===== config.mk =====
export PLATFORM = sky130hd
export DESIGN_NAME = counter_capture_fifo
export DESIGN_NICKNAME = d
export VERILOG_FILES = /design/src/rtl/counter_capture_fifo.sv
export SDC_FILE = /design/constraint.sdc
export NUM_CORES = 1
export LEC_CHECK = 0
export BUFFER_PORTS_ARGS = -buffer_cell sky130_fd_sc_hd__buf_2
export CAP_MARGIN = 10
export CORE_MARGIN = 2
export CORE_UTILIZATION = 30
export CTS_BUF_LIST = sky130_fd_sc_hd__clkbuf_2 sky130_fd_sc_hd__clkbuf_4 sky130_fd_sc_hd__clkbuf_8
export CTS_CLUSTER_DIAMETER = 40
export DETAILED_ROUTE_END_ITERATION = 10
export GPL_ROUTABILITY_DRIVEN = 0
export MAX_ROUTING_LAYER = met4
export PLACE_DENSITY_LB_ADDON = 0.08
export SLEW_MARGIN = 25
export SYNTH_ARGS = -nofsm -noshare
export SYNTH_HDL_FRONTEND = slang
export SYNTH_SLANG_ARGS = --single-unit

===== constraint.sdc =====
create_clock -name clk -period 3.45 [get_ports clk]
set_clock_uncertainty 0.2 [all_clocks]
set_input_delay 0.69 -clock clk [delete_from_list [all_inputs] [get_ports clk]]
set_output_delay 0.69 -clock clk [all_outputs]
set_load 0.02 [all_outputs]

===== src/rtl/counter_capture_fifo.sv =====
// counter_capture_fifo: timestamps event_in edges with the counter value and queues them in a FIFO
// Ports: clk/rst (sync, active-high); counter = timebase; event_in = event line (clk domain);
//        cap_valid/cap_ready/cap_data = head entry handshake; cap_level = occupancy;
//        overflow = sticky drop flag, cleared by clear_overflow.
// Build option: define CAPTURE_DELTA_EN to queue (counter - last_capture) instead of absolute values.
module counter_capture_fifo #(
  parameter int WIDTH = 16,
  parameter int DEPTH = 4,
  parameter int EDGE  = 0
) (
  input  logic                     clk,
  input  logic                     rst,
  input  logic [WIDTH-1:0]         counter,
  input  logic                     event_in,
  output logic                     cap_valid,
  input  logic                     cap_ready,
  output logic [WIDTH-1:0]         cap_data,
  output logic [$clog2(DEPTH):0]   cap_level,
  output logic                     overflow,
  input  logic                     clear_overflow
);
  localparam int AW = $clog2(DEPTH);
  logic [WIDTH-1:0] mem [DEPTH];
  logic [AW:0] wr_ptr, rd_ptr;
  logic event_prev, edge_det, empty, full, push, pop, drop;
  logic [WIDTH-1:0] push_data;
  assign edge_det = EDGE == 0 ? event_in & ~event_prev :
                    EDGE == 1 ? ~event_in & event_prev : event_in ^ event_prev;
  assign empty = wr_ptr == rd_ptr;
  assign full = wr_ptr[AW-1:0] == rd_ptr[AW-1:0] && wr_ptr[AW] != rd_ptr[AW];
  assign pop = ~empty & cap_ready;
  // a pop in the same cycle frees the slot the push writes into
  assign push = edge_det & (~full | pop);
  assign drop = edge_det & full & ~pop;
  assign cap_valid = ~empty;
  assign cap_data = empty ? '0 : mem[rd_ptr[AW-1:0]];
`ifdef CAPTURE_DELTA_EN
  logic [WIDTH-1:0] last_capture;
  assign push_data = counter - last_capture;
  // tracks every detected edge, dropped ones included, so deltas stay relative to the last event
  always_ff @(posedge clk)
    if (rst) last_capture <= '0;
    else if (edge_det) last_capture <= counter;
`else
  assign push_data = counter;
`endif
  // loaded during reset too, so a level held high across reset release is not an edge
  always_ff @(posedge clk) event_prev <= event_in;
  always_ff @(posedge clk)
    if (!rst && push) mem[wr_ptr[AW-1:0]] <= push_data;
  always_ff @(posedge clk)
    if (rst) begin
      wr_ptr    <= '0;
      rd_ptr    <= '0;
      cap_level <= '0;
      overflow  <= 1'b0;
    end else begin
      if (push) wr_ptr <= wr_ptr + 1'b1;
      if (pop) rd_ptr <= rd_ptr + 1'b1;
      cap_level <= cap_level + (AW+1)'(push) - (AW+1)'(pop);
      overflow  <= drop | (overflow & ~clear_overflow);
    end
endmodule


# [Yosys cells after proc, flatten, opt, wreduce, memory -nomap -nowiden]
# Memories as Yosys holds them, arrays and structs flattened. A register that Yosys moved wholly into a read port is not among the register bits.
# Index checks and enable logic that the tools add are counted.
[totals] ramBits=64 register_bits=11 output_inout_bits=21 mem_count=1 wordCells=34
[op_classes] eq_ne=3 n_bitwise=13 reduce_logical=3 add_sub_neg=4 n_mux=5
[memory_table] memory="mem" depth=4 word_bits=16 rd=1 rd_ports_with_merged_regs=1 write_ports=1 line="23" source="logic [WIDTH-1:0] mem [DEPTH];"
[op_table] cell="2-to-1 mux 16 bit" n=1
[op_table] cell="adder 3 x 1 -> 3 bit (second input constant)" n=2
[op_table] cell="bitwise AND 1 bit" n=6
[op_table] cell="inverter 1 bit" n=5
[op_table] cell="2-to-1 mux 2 bit" n=2
[op_table] cell="adder 3 x 1 -> 3 bit" n=1
[op_table] cell="equality test 3 bit" n=1
[op_table] cell="subtractor 3 x 1 -> 3 bit" n=1
[op_table] cell="equality test 2 bit" n=1
[op_table] cell="logical AND 1 bit" n=2
[op_table] cell="2-to-1 mux 1 bit" n=2
[op_table] cell="OR 1 bit" n=2
[op_table] cell="zero test 1 bit" n=1
[op_table] cell="!= test 1 bit" n=1

# [Depth between registers and ports, before layout]
# Gate-level depths: netlist of the first run.
[logic_depth] depth_word=8 depth_mapped=10 ltp_nobuf=10

# [Worst setup path before layout of the first run]
# No wires, ideal clock.
[synth_path] kind="input to register" startpoint="input port event_in" endpoint="memory mem[3][0] (enable)" path_slack_ns=0.603 path_buffers=0 cell_stages=3 required_time_ns=2.841 setup_ns=0.409 arrival_time_ns=2.238 path_cell_list="nor2b_1 -> o41ai_4 -> nor3_1"
[synth_via] elab_chain_len=5
[synth_lines] item="from (decl)" line="14" source="input logic event_in,"
[synth_lines] item="bitwise AND 1 bit" line="27" source="assign edge_det = EDGE == 0 ? event_in & ~event_prev :"
[synth_lines] item="bitwise AND 1 bit" line="33" source="assign push = edge_det & (~full | pop);"
[synth_lines] item="logical AND 1 bit" line="50" source="if (!rst && push) mem[wr_ptr[AW-1:0]] <= push_data;"
[synth_lines] item="2-to-1 mux 1 bit" line="50"
[synth_lines] item="2-to-1 mux 1 bit (not written as such)" line="50"
[synth_lines] item="to (decl)" line="23"
# Every way passes these cells.

==> results of run 1 <==
layer usage:
metal,up-vias,track usage
met5,-,-
met4,0,0.0486
met3,9,0.0254
met2,30,0.192
met1,795,0.130
li1,736,-
power by group:
part	leakage [uW]	switching, uW	internal, uW
logic	0.000542	227	174
clock network	0.000107	330	404
registers	0.000684	24.3	1040
total	0.00133	581	1610
worst max-delay path by stage:
| stage | depth (start not counted) | slack, ps | from | end |
|---|---|---|---|---|
| 5_1_grt | 10 | 380 | wr_ptr[1]$_SDFFE_PP0P_ | cap_level[2]$_SDFF_PP0_ |
| 3_5_place_dp | 9 | 520 | cap_ready | cap_level[2]$_SDFF_PP0_ |
| 2_1_floorplan | 3 | 600 | event_in | mem[3][0]$_DFFE_PP_ |
| 6_report | 4 | 590 | flip-flop | cap_data[5] |
| 4_1_cts | 4 | 510 | flip-flop | cap_data[5] |
| 3_3_place_gp | 9 | 570 | cap_ready | cap_level[2]$_SDFF_PP0_ |
cell usage after synthesis, drive strengths merged:
cell and number:
and2 3, clkbuf 4, mux2i 2, mux4 16
nor2b 20, nor4 1, xor2 5, fa 1
or3 1, buf 2, o311ai 1, dfxtp 13
a21oi 2, xnor2 4, o41ai 1, ha 7
edfxtp 64, inv 8, nor3 2, nor2 9
o31ai 1, o21ai 1
cell families (layout without fill, tap and decap cells):
kind of cell	Yosys count	after routing	share of synthesized area
DFF	77	77	0.708
and+or+nand+nor	36	36	0.0666
AOI/OAI and AO/OA	6	6	0.0191
xor gates and xnor gates	9	9	0.0304
muxes	18	18	0.123
adders and majority gates	8	8	0.0349
buffers and inverters	14	72	0.0179
area by class of cell:
type / count / share of cell area
Clock buffer: 9 / 0.0333
Sequential cell: 77 / 0.587
Inverter: 8 / 0.00808
Clock inverter: 7 / 0.0242
Tap cell: 136 / 0.0458
Multi-Input combinational cell: 77 / 0.229
Timing Repair Buffer: 48 / 0.0727
flip-flops by register name (all words and copies together) (netlist names), named ones only:
register and flops:
mem 64, overflow 1, rd_ptr 3, event_prev 1, cap_level 3, wr_ptr 3
stage by stage:
step           setup slack (ps)  utilization
6_report                    593        0.367
5_1_grt                     376        0.367
4_1_cts                     512        0.367
3_5_place_dp                517        0.346
3_3_place_gp                569        0.346
2_1_floorplan               603            -
==> impl_metrics.py, run 1 <==
metrics = {
    "place": {
        "hpwl_um": 3650,
        "portBuffers": 41,
        "placed_cells": 346,
        "post_dp_cell_area_mm2": 0.00350,
    },
    "global_route": {
        "grt_pass1_wl_um": 9010,
        "grtUsageTotal": 0.113,
        "gr-total-overflow": 0,
        "antenna_found_initial": 0,
        "grt_max_degree": 18,
        "grt_pass1_vias": 1726,
    },
    "timing": {
        "hold_ws_ps": 263,
        "relSlewSlack": 0.393,
        "max_freq_mhz": 350,
        "tightest_slew_ps": 911,
        "final.period_utilization": 0.828,
        "setup_viol": 0,
        "min_period_ps": 2860,
        "fin_tns_setup_ps": 0,
        "drv_slew": 0,
        "rsz0062_at_grt": "false",
        "hold_viol_final": 0,
    },
    "detailed_routing": {
        "wl_per_cell_um": 15.9,
        "avgViaCountPerCell": 4.34,
        "wl_met2_um": 2970,
        "firstDrtPassIters": 5,
        "wl_met1_um": 2540,
        "vias": 1570,
        "top_layer": "met4",
        "drtAntennaViolNets": 0,
        "met3_length_um": 172,
        "drtIter0Drc": 54,
        "route.detailed.drc": 0,
        "wirelength_um": 5760,
    },
    "cts": {
        "cts_hold_buf": 0,
        "cts_buffers": 9,
        "clockRootBuffer": "clkbuf_8",
        "clkLatencyLatePin_ps": 340,
        "cts_max_level": 3,
        "cts_tree": "done",
        "clock_sinks": 77,
        "ctsResizeCount": 0,
        "cts_setup_buffers": 0,
        "cts.reportedPaths.clkPinSlew_ps": 80,
        "clockBufferDepth": 2,
    },
    "layout": {
        "layout_common_cells": "edfxtp_1, buf_2, nor2b_1, mux4_2, dfxtp_1",
        "design_area_mm2": 0.00372,
        "final_common_cell": "edfxtp_1",
        "fin_cells": 362,
        "nFillCells": 978,
        "nets": 250,
        "diodes": 0,
        "area_growth_pct": 20.6,
        "multi_input_comb_area_um2": 851,
        "regArea_mm2": 0.00218,
        "drive_above_1_share": 0.372,
    },
    "critical_path": {
        "rr_worst_depth": 10,
        "start_kind": "flip-flop",
        "cp-end-kind": "primary output",
        "worstSetupPathType": "reg -> out",
        "rr_startpoint": "wr_ptr[1]$_SDFFE_PP0P_",
        "critical_path.top_delay_family": "multiplexers",
        "cp.required_ps": 2560,
        "crit_buf_inv": 2,
        "crit_slowest_cell": "mux4_2",
        "max_stage_delay_ps": 510,
        "r2r_slack_ps": 610,
        "crit_chain": "buf_4 -> mux4_2 -> nor2b_1 -> buf_2",
        "regToRegEndpoint": "cap_level[2]$_SDFF_PP0_",
        "worst-path-max-fanout": 8,
        "crit_arrival_ps": 1970,
    },
    "synthesis": {
        "yosysTopAreaCellShare": 0.623,
        "synthTopCellsByArea": "edfxtp_1, mux4_2, dfxtp_1, nor2b_1, ha_1",
        "yosys.cell_types.count": 24,
        "ys.warnings.count": 0,
        "synth_area_mm2": 0.00308,
        "syn_avg_cell_area_um2": 18.4,
        "syn_nets": 197,
        "yosysSeqAreaShare": 0.708,
        "synthCells": 168,
        "yosysTopAreaCell": "edfxtp_1",
        "synth-seq-cells": 77,
    },
    "floorplan": {
        "io_pins": 42,
        "die_area_mm2": 0.0111,
        "die_h_um": 105,
        "core-area_mm2": 0.0101,
        "row_count": 37,
        "die-width_um": 105,
        "initial_core_util": 0.304,
    },
    "hold_path": {
        "min_path_cells": 1,
        "hold_end": "event_prev$_DFF_P_",
        "hp-start": "event_in",
        "min_path_type": "in -> reg",
    },
    "power_and_ir_drop": {
        "p_leak_uw": 0.00133,
        "power_uw": 2190,
        "power_density_mw_per_mm2": 590,
        "vdd_ir_drop_max_mv": 0.287,
    },
    "outcome": {
        "status": "completed",
    },
    "flow_run": {
        "max_cap_violations": 0,
    },
}
(Power assumes the default switching activity.)
==> run 2: changes to the inputs <==
==> constraint.sdc (replaced) <==
create_clock -name clk -period 2.3 [get_ports clk]
set_clock_uncertainty 0.2 [all_clocks]
set_input_delay 0.46 -clock clk [delete_from_list [all_inputs] [get_ports clk]]
set_output_delay 0.46 -clock clk [all_outputs]
set_load 0.02 [all_outputs]
==> run 2 against run 1 <==
The flow now finishes with violations (negative setup slack). Count of clock-buffer cells in the layout up 1. Sequential power up 50%. Sequential cell count unchanged. Critical path depth up 6. First-iteration DRC count unchanged. Via count up 2.7%. Die area unchanged. Global-route usage up 0.34 points. Wire length up 1.4%. Clock power up 65%. Critical path type is now reg -> reg.
==> impl_metrics.py, run 2 (synthesized netlist as in run 1, its figures left out) <==
metrics = {
    "floorplan": {
        "die_h_um": 105,
        "io_pins": 42,
        "core-area_mm2": 0.0101,
        "initial_core_util": 0.304,
        "die_area_mm2": 0.0111,
        "die-width_um": 105,
        "row_count": 37,
    },
    "cts": {
        "clock_sinks": 77,
        "cts_tree": "done",
        "cts_buffers": 9,
        "cts.reportedPaths.clkPinSlew_ps": 80,
        "clockRootBuffer": "clkbuf_8",
        "cts_max_level": 3,
        "cts_hold_buf": 0,
        "clockBufferDepth": 2,
        "clkLatencyLatePin_ps": 340,
    },
    "timing": {
        "tightest_slew_ps": 439,
        "max_freq_mhz": 419,
        "setup_viol": 15,
        "final.period_utilization": 1.04,
        "rsz0062_at_grt": "true",
        "drv_slew": 0,
        "hold_viol_final": 0,
        "relSlewSlack": 0.703,
        "min_period_ps": 2390,
        "worst_slack_ps": -85.8,
    },
    "layout": {
        "area_growth_pct": 31.7,
        "drive_above_1_share": 0.483,
        "final_common_cell": "edfxtp_1",
        "largest_register_ffs": 64,
        "nFillCells": 924,
        "design_area_mm2": 0.00406,
        "nets": 262,
        "fin_cells": 374,
        "diodes": 0,
        "layout_common_cells": "edfxtp_1, buf_2, mux4_2, nor2b_1, buf_4",
    },
    "power_and_ir_drop": {
        "p_switching_uw": 914,
        "vdd_ir_drop_max_mv": 0.312,
        "clkPwrFrac": 0.337,
        "p_seq_frac": 0.443,
        "pwr-share-comb": 0.221,
        "p_int_uw": 2690,
        "power_density_mw_per_mm2": 887,
        "p_leak_uw": 0.00147,
        "swShare": 0.254,
    },
    "detailed_routing": {
        "firstDrtPassIters": 4,
        "wirelength_um": 5840,
        "top_layer": "met4",
        "avgViaCountPerCell": 4.31,
        "wl_per_cell_um": 15.6,
        "met3_length_um": 232,
        "drtIter0Drc": 54,
        "wl_met1_um": 2510,
        "drtAntennaViolNets": 0,
        "wl_met2_um": 3010,
        "route.detailed.drc": 0,
        "vias": 1612,
    },
    "critical_path": {
        "rr_worst_depth": 10,
        "critical_path.top_delay_family": "adder cells",
        "crit_slowest_cell": "dfxtp_4",
        "worst-path-max-fanout": 4,
        "cp.required_ps": 2320,
        "regToRegEndpoint": "cap_level[2]$_SDFF_PP0_",
        "r2r_slack_ps": -90,
        "crit_buf_inv": 2,
        "cp_common_cell": "inv_1",
        "start_kind": "flip-flop",
        "crit_arrival_ps": 2410,
        "cp-end-kind": "flip-flop",
        "max_stage_delay_ps": 370,
        "crit_chain": "xor2_2 -> o31ai_4 -> inv_1 -> ha_1 -> inv_1 -> ha_2 -> fa_2 -> xnor2_2 -> xnor2_1 -> nor2_1",
        "rr_startpoint": "wr_ptr[2]$_SDFFE_PP0P_",
        "worstSetupPathType": "reg -> reg",
    },
    "global_route": {
        "gr-total-overflow": 0,
        "grt_pass1_vias": 1727,
        "grt_pass1_wl_um": 9400,
        "grtUsageTotal": 0.117,
        "antenna_found_initial": 0,
        "grt_max_degree": 18,
    },
    "place": {
        "portBuffers": 41,
        "post_dp_cell_area_mm2": 0.00367,
        "hpwl_um": 3720,
        "placed_cells": 356,
    },
    "hold_path": {
        "hold_end": "event_prev$_DFF_P_",
        "min_path_cells": 1,
        "min_path_type": "in -> reg",
        "hp-start": "event_in",
    },
    "flow_run": {
        "max_cap_violations": 0,
    },
    "outcome": {
        "violations": "negative setup slack",
        "status": "finished with violations",
    },
}
## run 2: changes by cell type in the layout (fill, tap and decap cells not counted), sizes merged
| cell | change |
|---|---|
| buf | +11 |
| clkbuf | +2 |
| clkinv | -2 |
| bufinv | +1 |
## run 2: power by group through the flow
stage,sequential (uW),clock (uW),combinational (uW)
after floorplan,1630,0,429
after global placement,1610,0,702
after detailed placement,1620,0,710
after CTS,1590,1250,717
after global routing,1600,1320,867
final,1590,1210,796
## run 2: what timing repair did
item                                    in CTS  in global routing
pin swaps                                    4                  1
buffers inserted                             1                  0
endpoints found under the setup margin      19                 19
resized for setup                            9                 23
gates cloned                                 0                  1
## run 2: worst reg2reg max path: stages, from the launching register on
cell	delay (ps)
dfxtp_4	370
xor2_2	190
o31ai_4	260
inv_1	70
ha_1	280
inv_1	40
ha_2	160
fa_2	350
xnor2_2	140
xnor2_1	160
nor2_1	60
## run 2: through the flow
stage,worst slack (ps),total power [uW],hold slack (ps),utilization,TNS (ps)
3_3_place_gp,-135,2320,323,0.362,-178
4_1_cts,-108,3560,18.3,0.390,-1190
5_1_grt,-174,3790,22.6,0.401,-1990
3_5_place_dp,-193,2330,334,0.362,-281
6_report,-85.8,3600,37.3,0.401,-413
2_1_floorplan,-159,2060,288,-,-307
## run 2: how the worst max path moves through the flow
stage	start	endpoint	slack, ps	cells after the start
after floorplan	wr_ptr[0]$_SDFFE_PP0P_	cap_level[2]$_SDFF_PP0_	-160	9
after global placement	event_in	cap_level[2]$_SDFF_PP0_	-140	10
after detailed placement	event_in	cap_level[2]$_SDFF_PP0_	-190	10
after CTS	wr_ptr[2]$_SDFFE_PP0P_	cap_level[2]$_SDFF_PP0_	-110	10
after global routing	wr_ptr[2]$_SDFFE_PP0P_	cap_level[2]$_SDFF_PP0_	-170	10
final	wr_ptr[2]$_SDFFE_PP0P_	cap_level[2]$_SDFF_PP0_	-90	10
## run 2: layout make-up
class	instances	area, um^2	share of cell area
Sequential cell	77	2200	0.542
Inverter	8	30.0	0.00739
Tap cell	136	170	0.0419
Timing Repair Buffer	60	465	0.115
Multi-Input combinational cell	77	952	0.234
Clock buffer	10	131	0.0323
Clock inverter	6	111	0.0274
## run 2: routing by layer
metal,GRT usage,up-vias
met5,-,-
met4,0.0457,0
met3,0.0334,7
met2,0.191,33
met1,0.136,807
li1,-,765
==> run 3: changes to the inputs <==
--- a/config.mk
+++ b/config.mk
@@ -6,7 +6,8 @@
 export NUM_CORES = 1
 export LEC_CHECK = 0
 export BUFFER_PORTS_ARGS = -buffer_cell sky130_fd_sc_hd__buf_2
-export CAP_MARGIN = 10
+export CAP_MARGIN = 20
+export CORE_ASPECT_RATIO = 1.2
 export CORE_MARGIN = 2
 export CORE_UTILIZATION = 30
 export CTS_BUF_LIST = sky130_fd_sc_hd__clkbuf_2 sky130_fd_sc_hd__clkbuf_4 sky130_fd_sc_hd__clkbuf_8
==> run 3 against run 2 <==
Count of clock-buffer cells in the layout is the same. The flow still finishes with violations (negative setup slack). Maximum frequency grew 1.0%. Total power shrank 6.2%. Critical path depth is the same. Wire length grew 4.9%. Largest cell class unchanged.
==> impl_metrics.py, run 3 (synthesized netlist as in run 1, its figures left out) <==
metrics = {
    "cts": {
        "cts_buffers": 9,
        "clock_sinks": 77,
        "cts_hold_buf": 0,
        "cts.reportedPaths.clkPinSlew_ps": 70,
        "clockBufferDepth": 2,
        "clockRootBuffer": "clkbuf_8",
        "clkLatencyLatePin_ps": 340,
        "cts_max_level": 3,
        "cts_tree": "done",
    },
    "timing": {
        "rsz0062_at_grt": "true",
        "min_period_ps": 2360,
        "final.period_utilization": 1.03,
        "drv_slew": 0,
        "hold_ws_ps": 29.9,
        "tightest_slew_ps": 415,
        "setup_viol": 18,
        "relSlewSlack": 0.720,
        "worst_slack_ps": -62.1,
        "max_freq_mhz": 423,
        "hold_viol_final": 0,
    },
    "place": {
        "place_ws_ps": -181,
        "hpwl_um": 3970,
        "portBuffers": 41,
        "post_dp_cell_area_mm2": 0.00369,
        "placed_cells": 350,
    },
    "power_and_ir_drop": {
        "vdd_ir_drop_max_mv": 0.225,
        "power_density_mw_per_mm2": 837,
        "p_leak_uw": 0.00148,
    },
    "floorplan": {
        "row_count": 40,
        "io_pins": 42,
        "die-width_um": 96.5,
        "core-area_mm2": 0.0100,
        "die_h_um": 115,
        "initial_core_util": 0.308,
        "die_area_mm2": 0.0111,
    },
    "critical_path": {
        "crit_buf_inv": 2,
        "cp_common_cell": "inv_1",
        "start_kind": "flip-flop",
        "cp.required_ps": 2330,
        "max_stage_delay_ps": 350,
        "crit_arrival_ps": 2400,
        "crit_chain": "xor2_2 -> o31ai_4 -> inv_1 -> ha_1 -> inv_1 -> ha_2 -> fa_2 -> xnor2_2 -> xnor2_1 -> nor2_1",
        "crit_slowest_cell": "dfxtp_2",
        "worstSetupPathType": "reg -> reg",
        "critical_path.top_delay_family": "adder cells",
        "cp-end-kind": "flip-flop",
        "worst-path-max-fanout": 4,
    },
    "detailed_routing": {
        "wirelength_um": 6120,
        "firstDrtPassIters": 4,
        "route.detailed.drc": 0,
        "avgViaCountPerCell": 4.43,
        "drtAntennaViolNets": 0,
        "wl_per_cell_um": 16.6,
        "drtIter0Drc": 42,
        "vias": 1636,
    },
    "flow_run": {
        "max_cap_violations": 0,
    },
    "layout": {
        "layout_common_cells": "edfxtp_1, buf_2, buf_4, mux4_2, nor2b_1",
        "diodes": 0,
        "final_common_cell": "edfxtp_1",
        "largest_register_ffs": 64,
        "nFillCells": 951,
        "drive_above_1_share": 0.481,
        "area_growth_pct": 30.9,
        "nets": 268,
        "fin_cells": 369,
        "utilization": 0.403,
        "design_area_mm2": 0.00404,
    },
    "global_route": {
        "grt_pass1_wl_um": 9740,
        "grt_pass1_vias": 1845,
        "grtUsageTotal": 0.127,
        "grt_max_degree": 17,
        "antenna_found_initial": 0,
        "gr-total-overflow": 0,
    },
    "outcome": {
        "status": "finished with violations",
        "violations": "negative setup slack",
    },
    "hold_path": {
        "min_path_type": "in -> reg",
    },
}
## run 3: cell types whose count changed in the layout (fill, tap and decap cells not counted)
| cell | delta |
|---|---|
| buf_2 | -1 |
| buf_4 | +5 |
| buf_6 | +2 |
| bufinv_16 | -2 |
| clkinv_1 | +1 |
| clkinv_2 | +1 |
| clkinvlp_4 | -1 |
| nor2b_1 | +2 |
| nor2b_4 | -2 |
| nor3_2 | -1 |
| nor3_4 | +1 |
## run 3: timing repair
item | in CTS | in global routing
pin swaps | 4 | 3
gates cloned | 1 | 1
resized for setup | 18 | 20
endpoints found under the setup margin | 19 | 19
setup buffers | 4 | 0
## run 3: power by group
part	total, uW	internal, uW	leakage, uW	switching (uW)
combinational	818	408	0.000691	410
clock	966	502	0.0000969	464
sequential	1590	1560	0.000689	38.0
## run 3: layout make-up
class,count,area [um^2],share of cell area
Multi-Input combinational cell,77,943,0.234
Sequential cell,77,2200,0.545
Clock buffer,10,131,0.0325
Timing Repair Buffer,66,520,0.129
Inverter,8,30.0,0.00744
Tap cell,126,158,0.0391
Clock inverter,5,52.6,0.0130
## run 3: layer usage
metal  share of wire  GRT usage  up-vias
met5               0          -        -
met3           0.035     0.0242       10
met2            0.52      0.204       31
met1            0.42      0.149      823
li1                -          -      772
met4           0.020     0.0676        0
## run 3: metrics by stage
| step | total power [uW] | TNS (ps) |
|---|---|---|
| detailed placement | 2340 | -258 |
| floorplan | 2060 | -307 |
| global route | 3560 | -1970 |
| finish | 3380 | -607 |
| CTS | 3430 | -2020 |
| global placement | 2330 | -142 |
## run 3: worst paths after layout
check / start / endpoint / slack [ps] / cells after the start
max: wr_ptr[2]$_SDFFE_PP0P_ / cap_level[2]$_SDFF_PP0_ / -60 / 10
max reg2reg: wr_ptr[2]$_SDFFE_PP0P_ / cap_level[2]$_SDFF_PP0_ / -60 / 10
min reg2reg: wr_ptr[2]$_SDFFE_PP0P_ / wr_ptr[2]$_SDFFE_PP0P_ / 340 / 2
min: event_in / event_prev$_DFF_P_ / 30 / 1
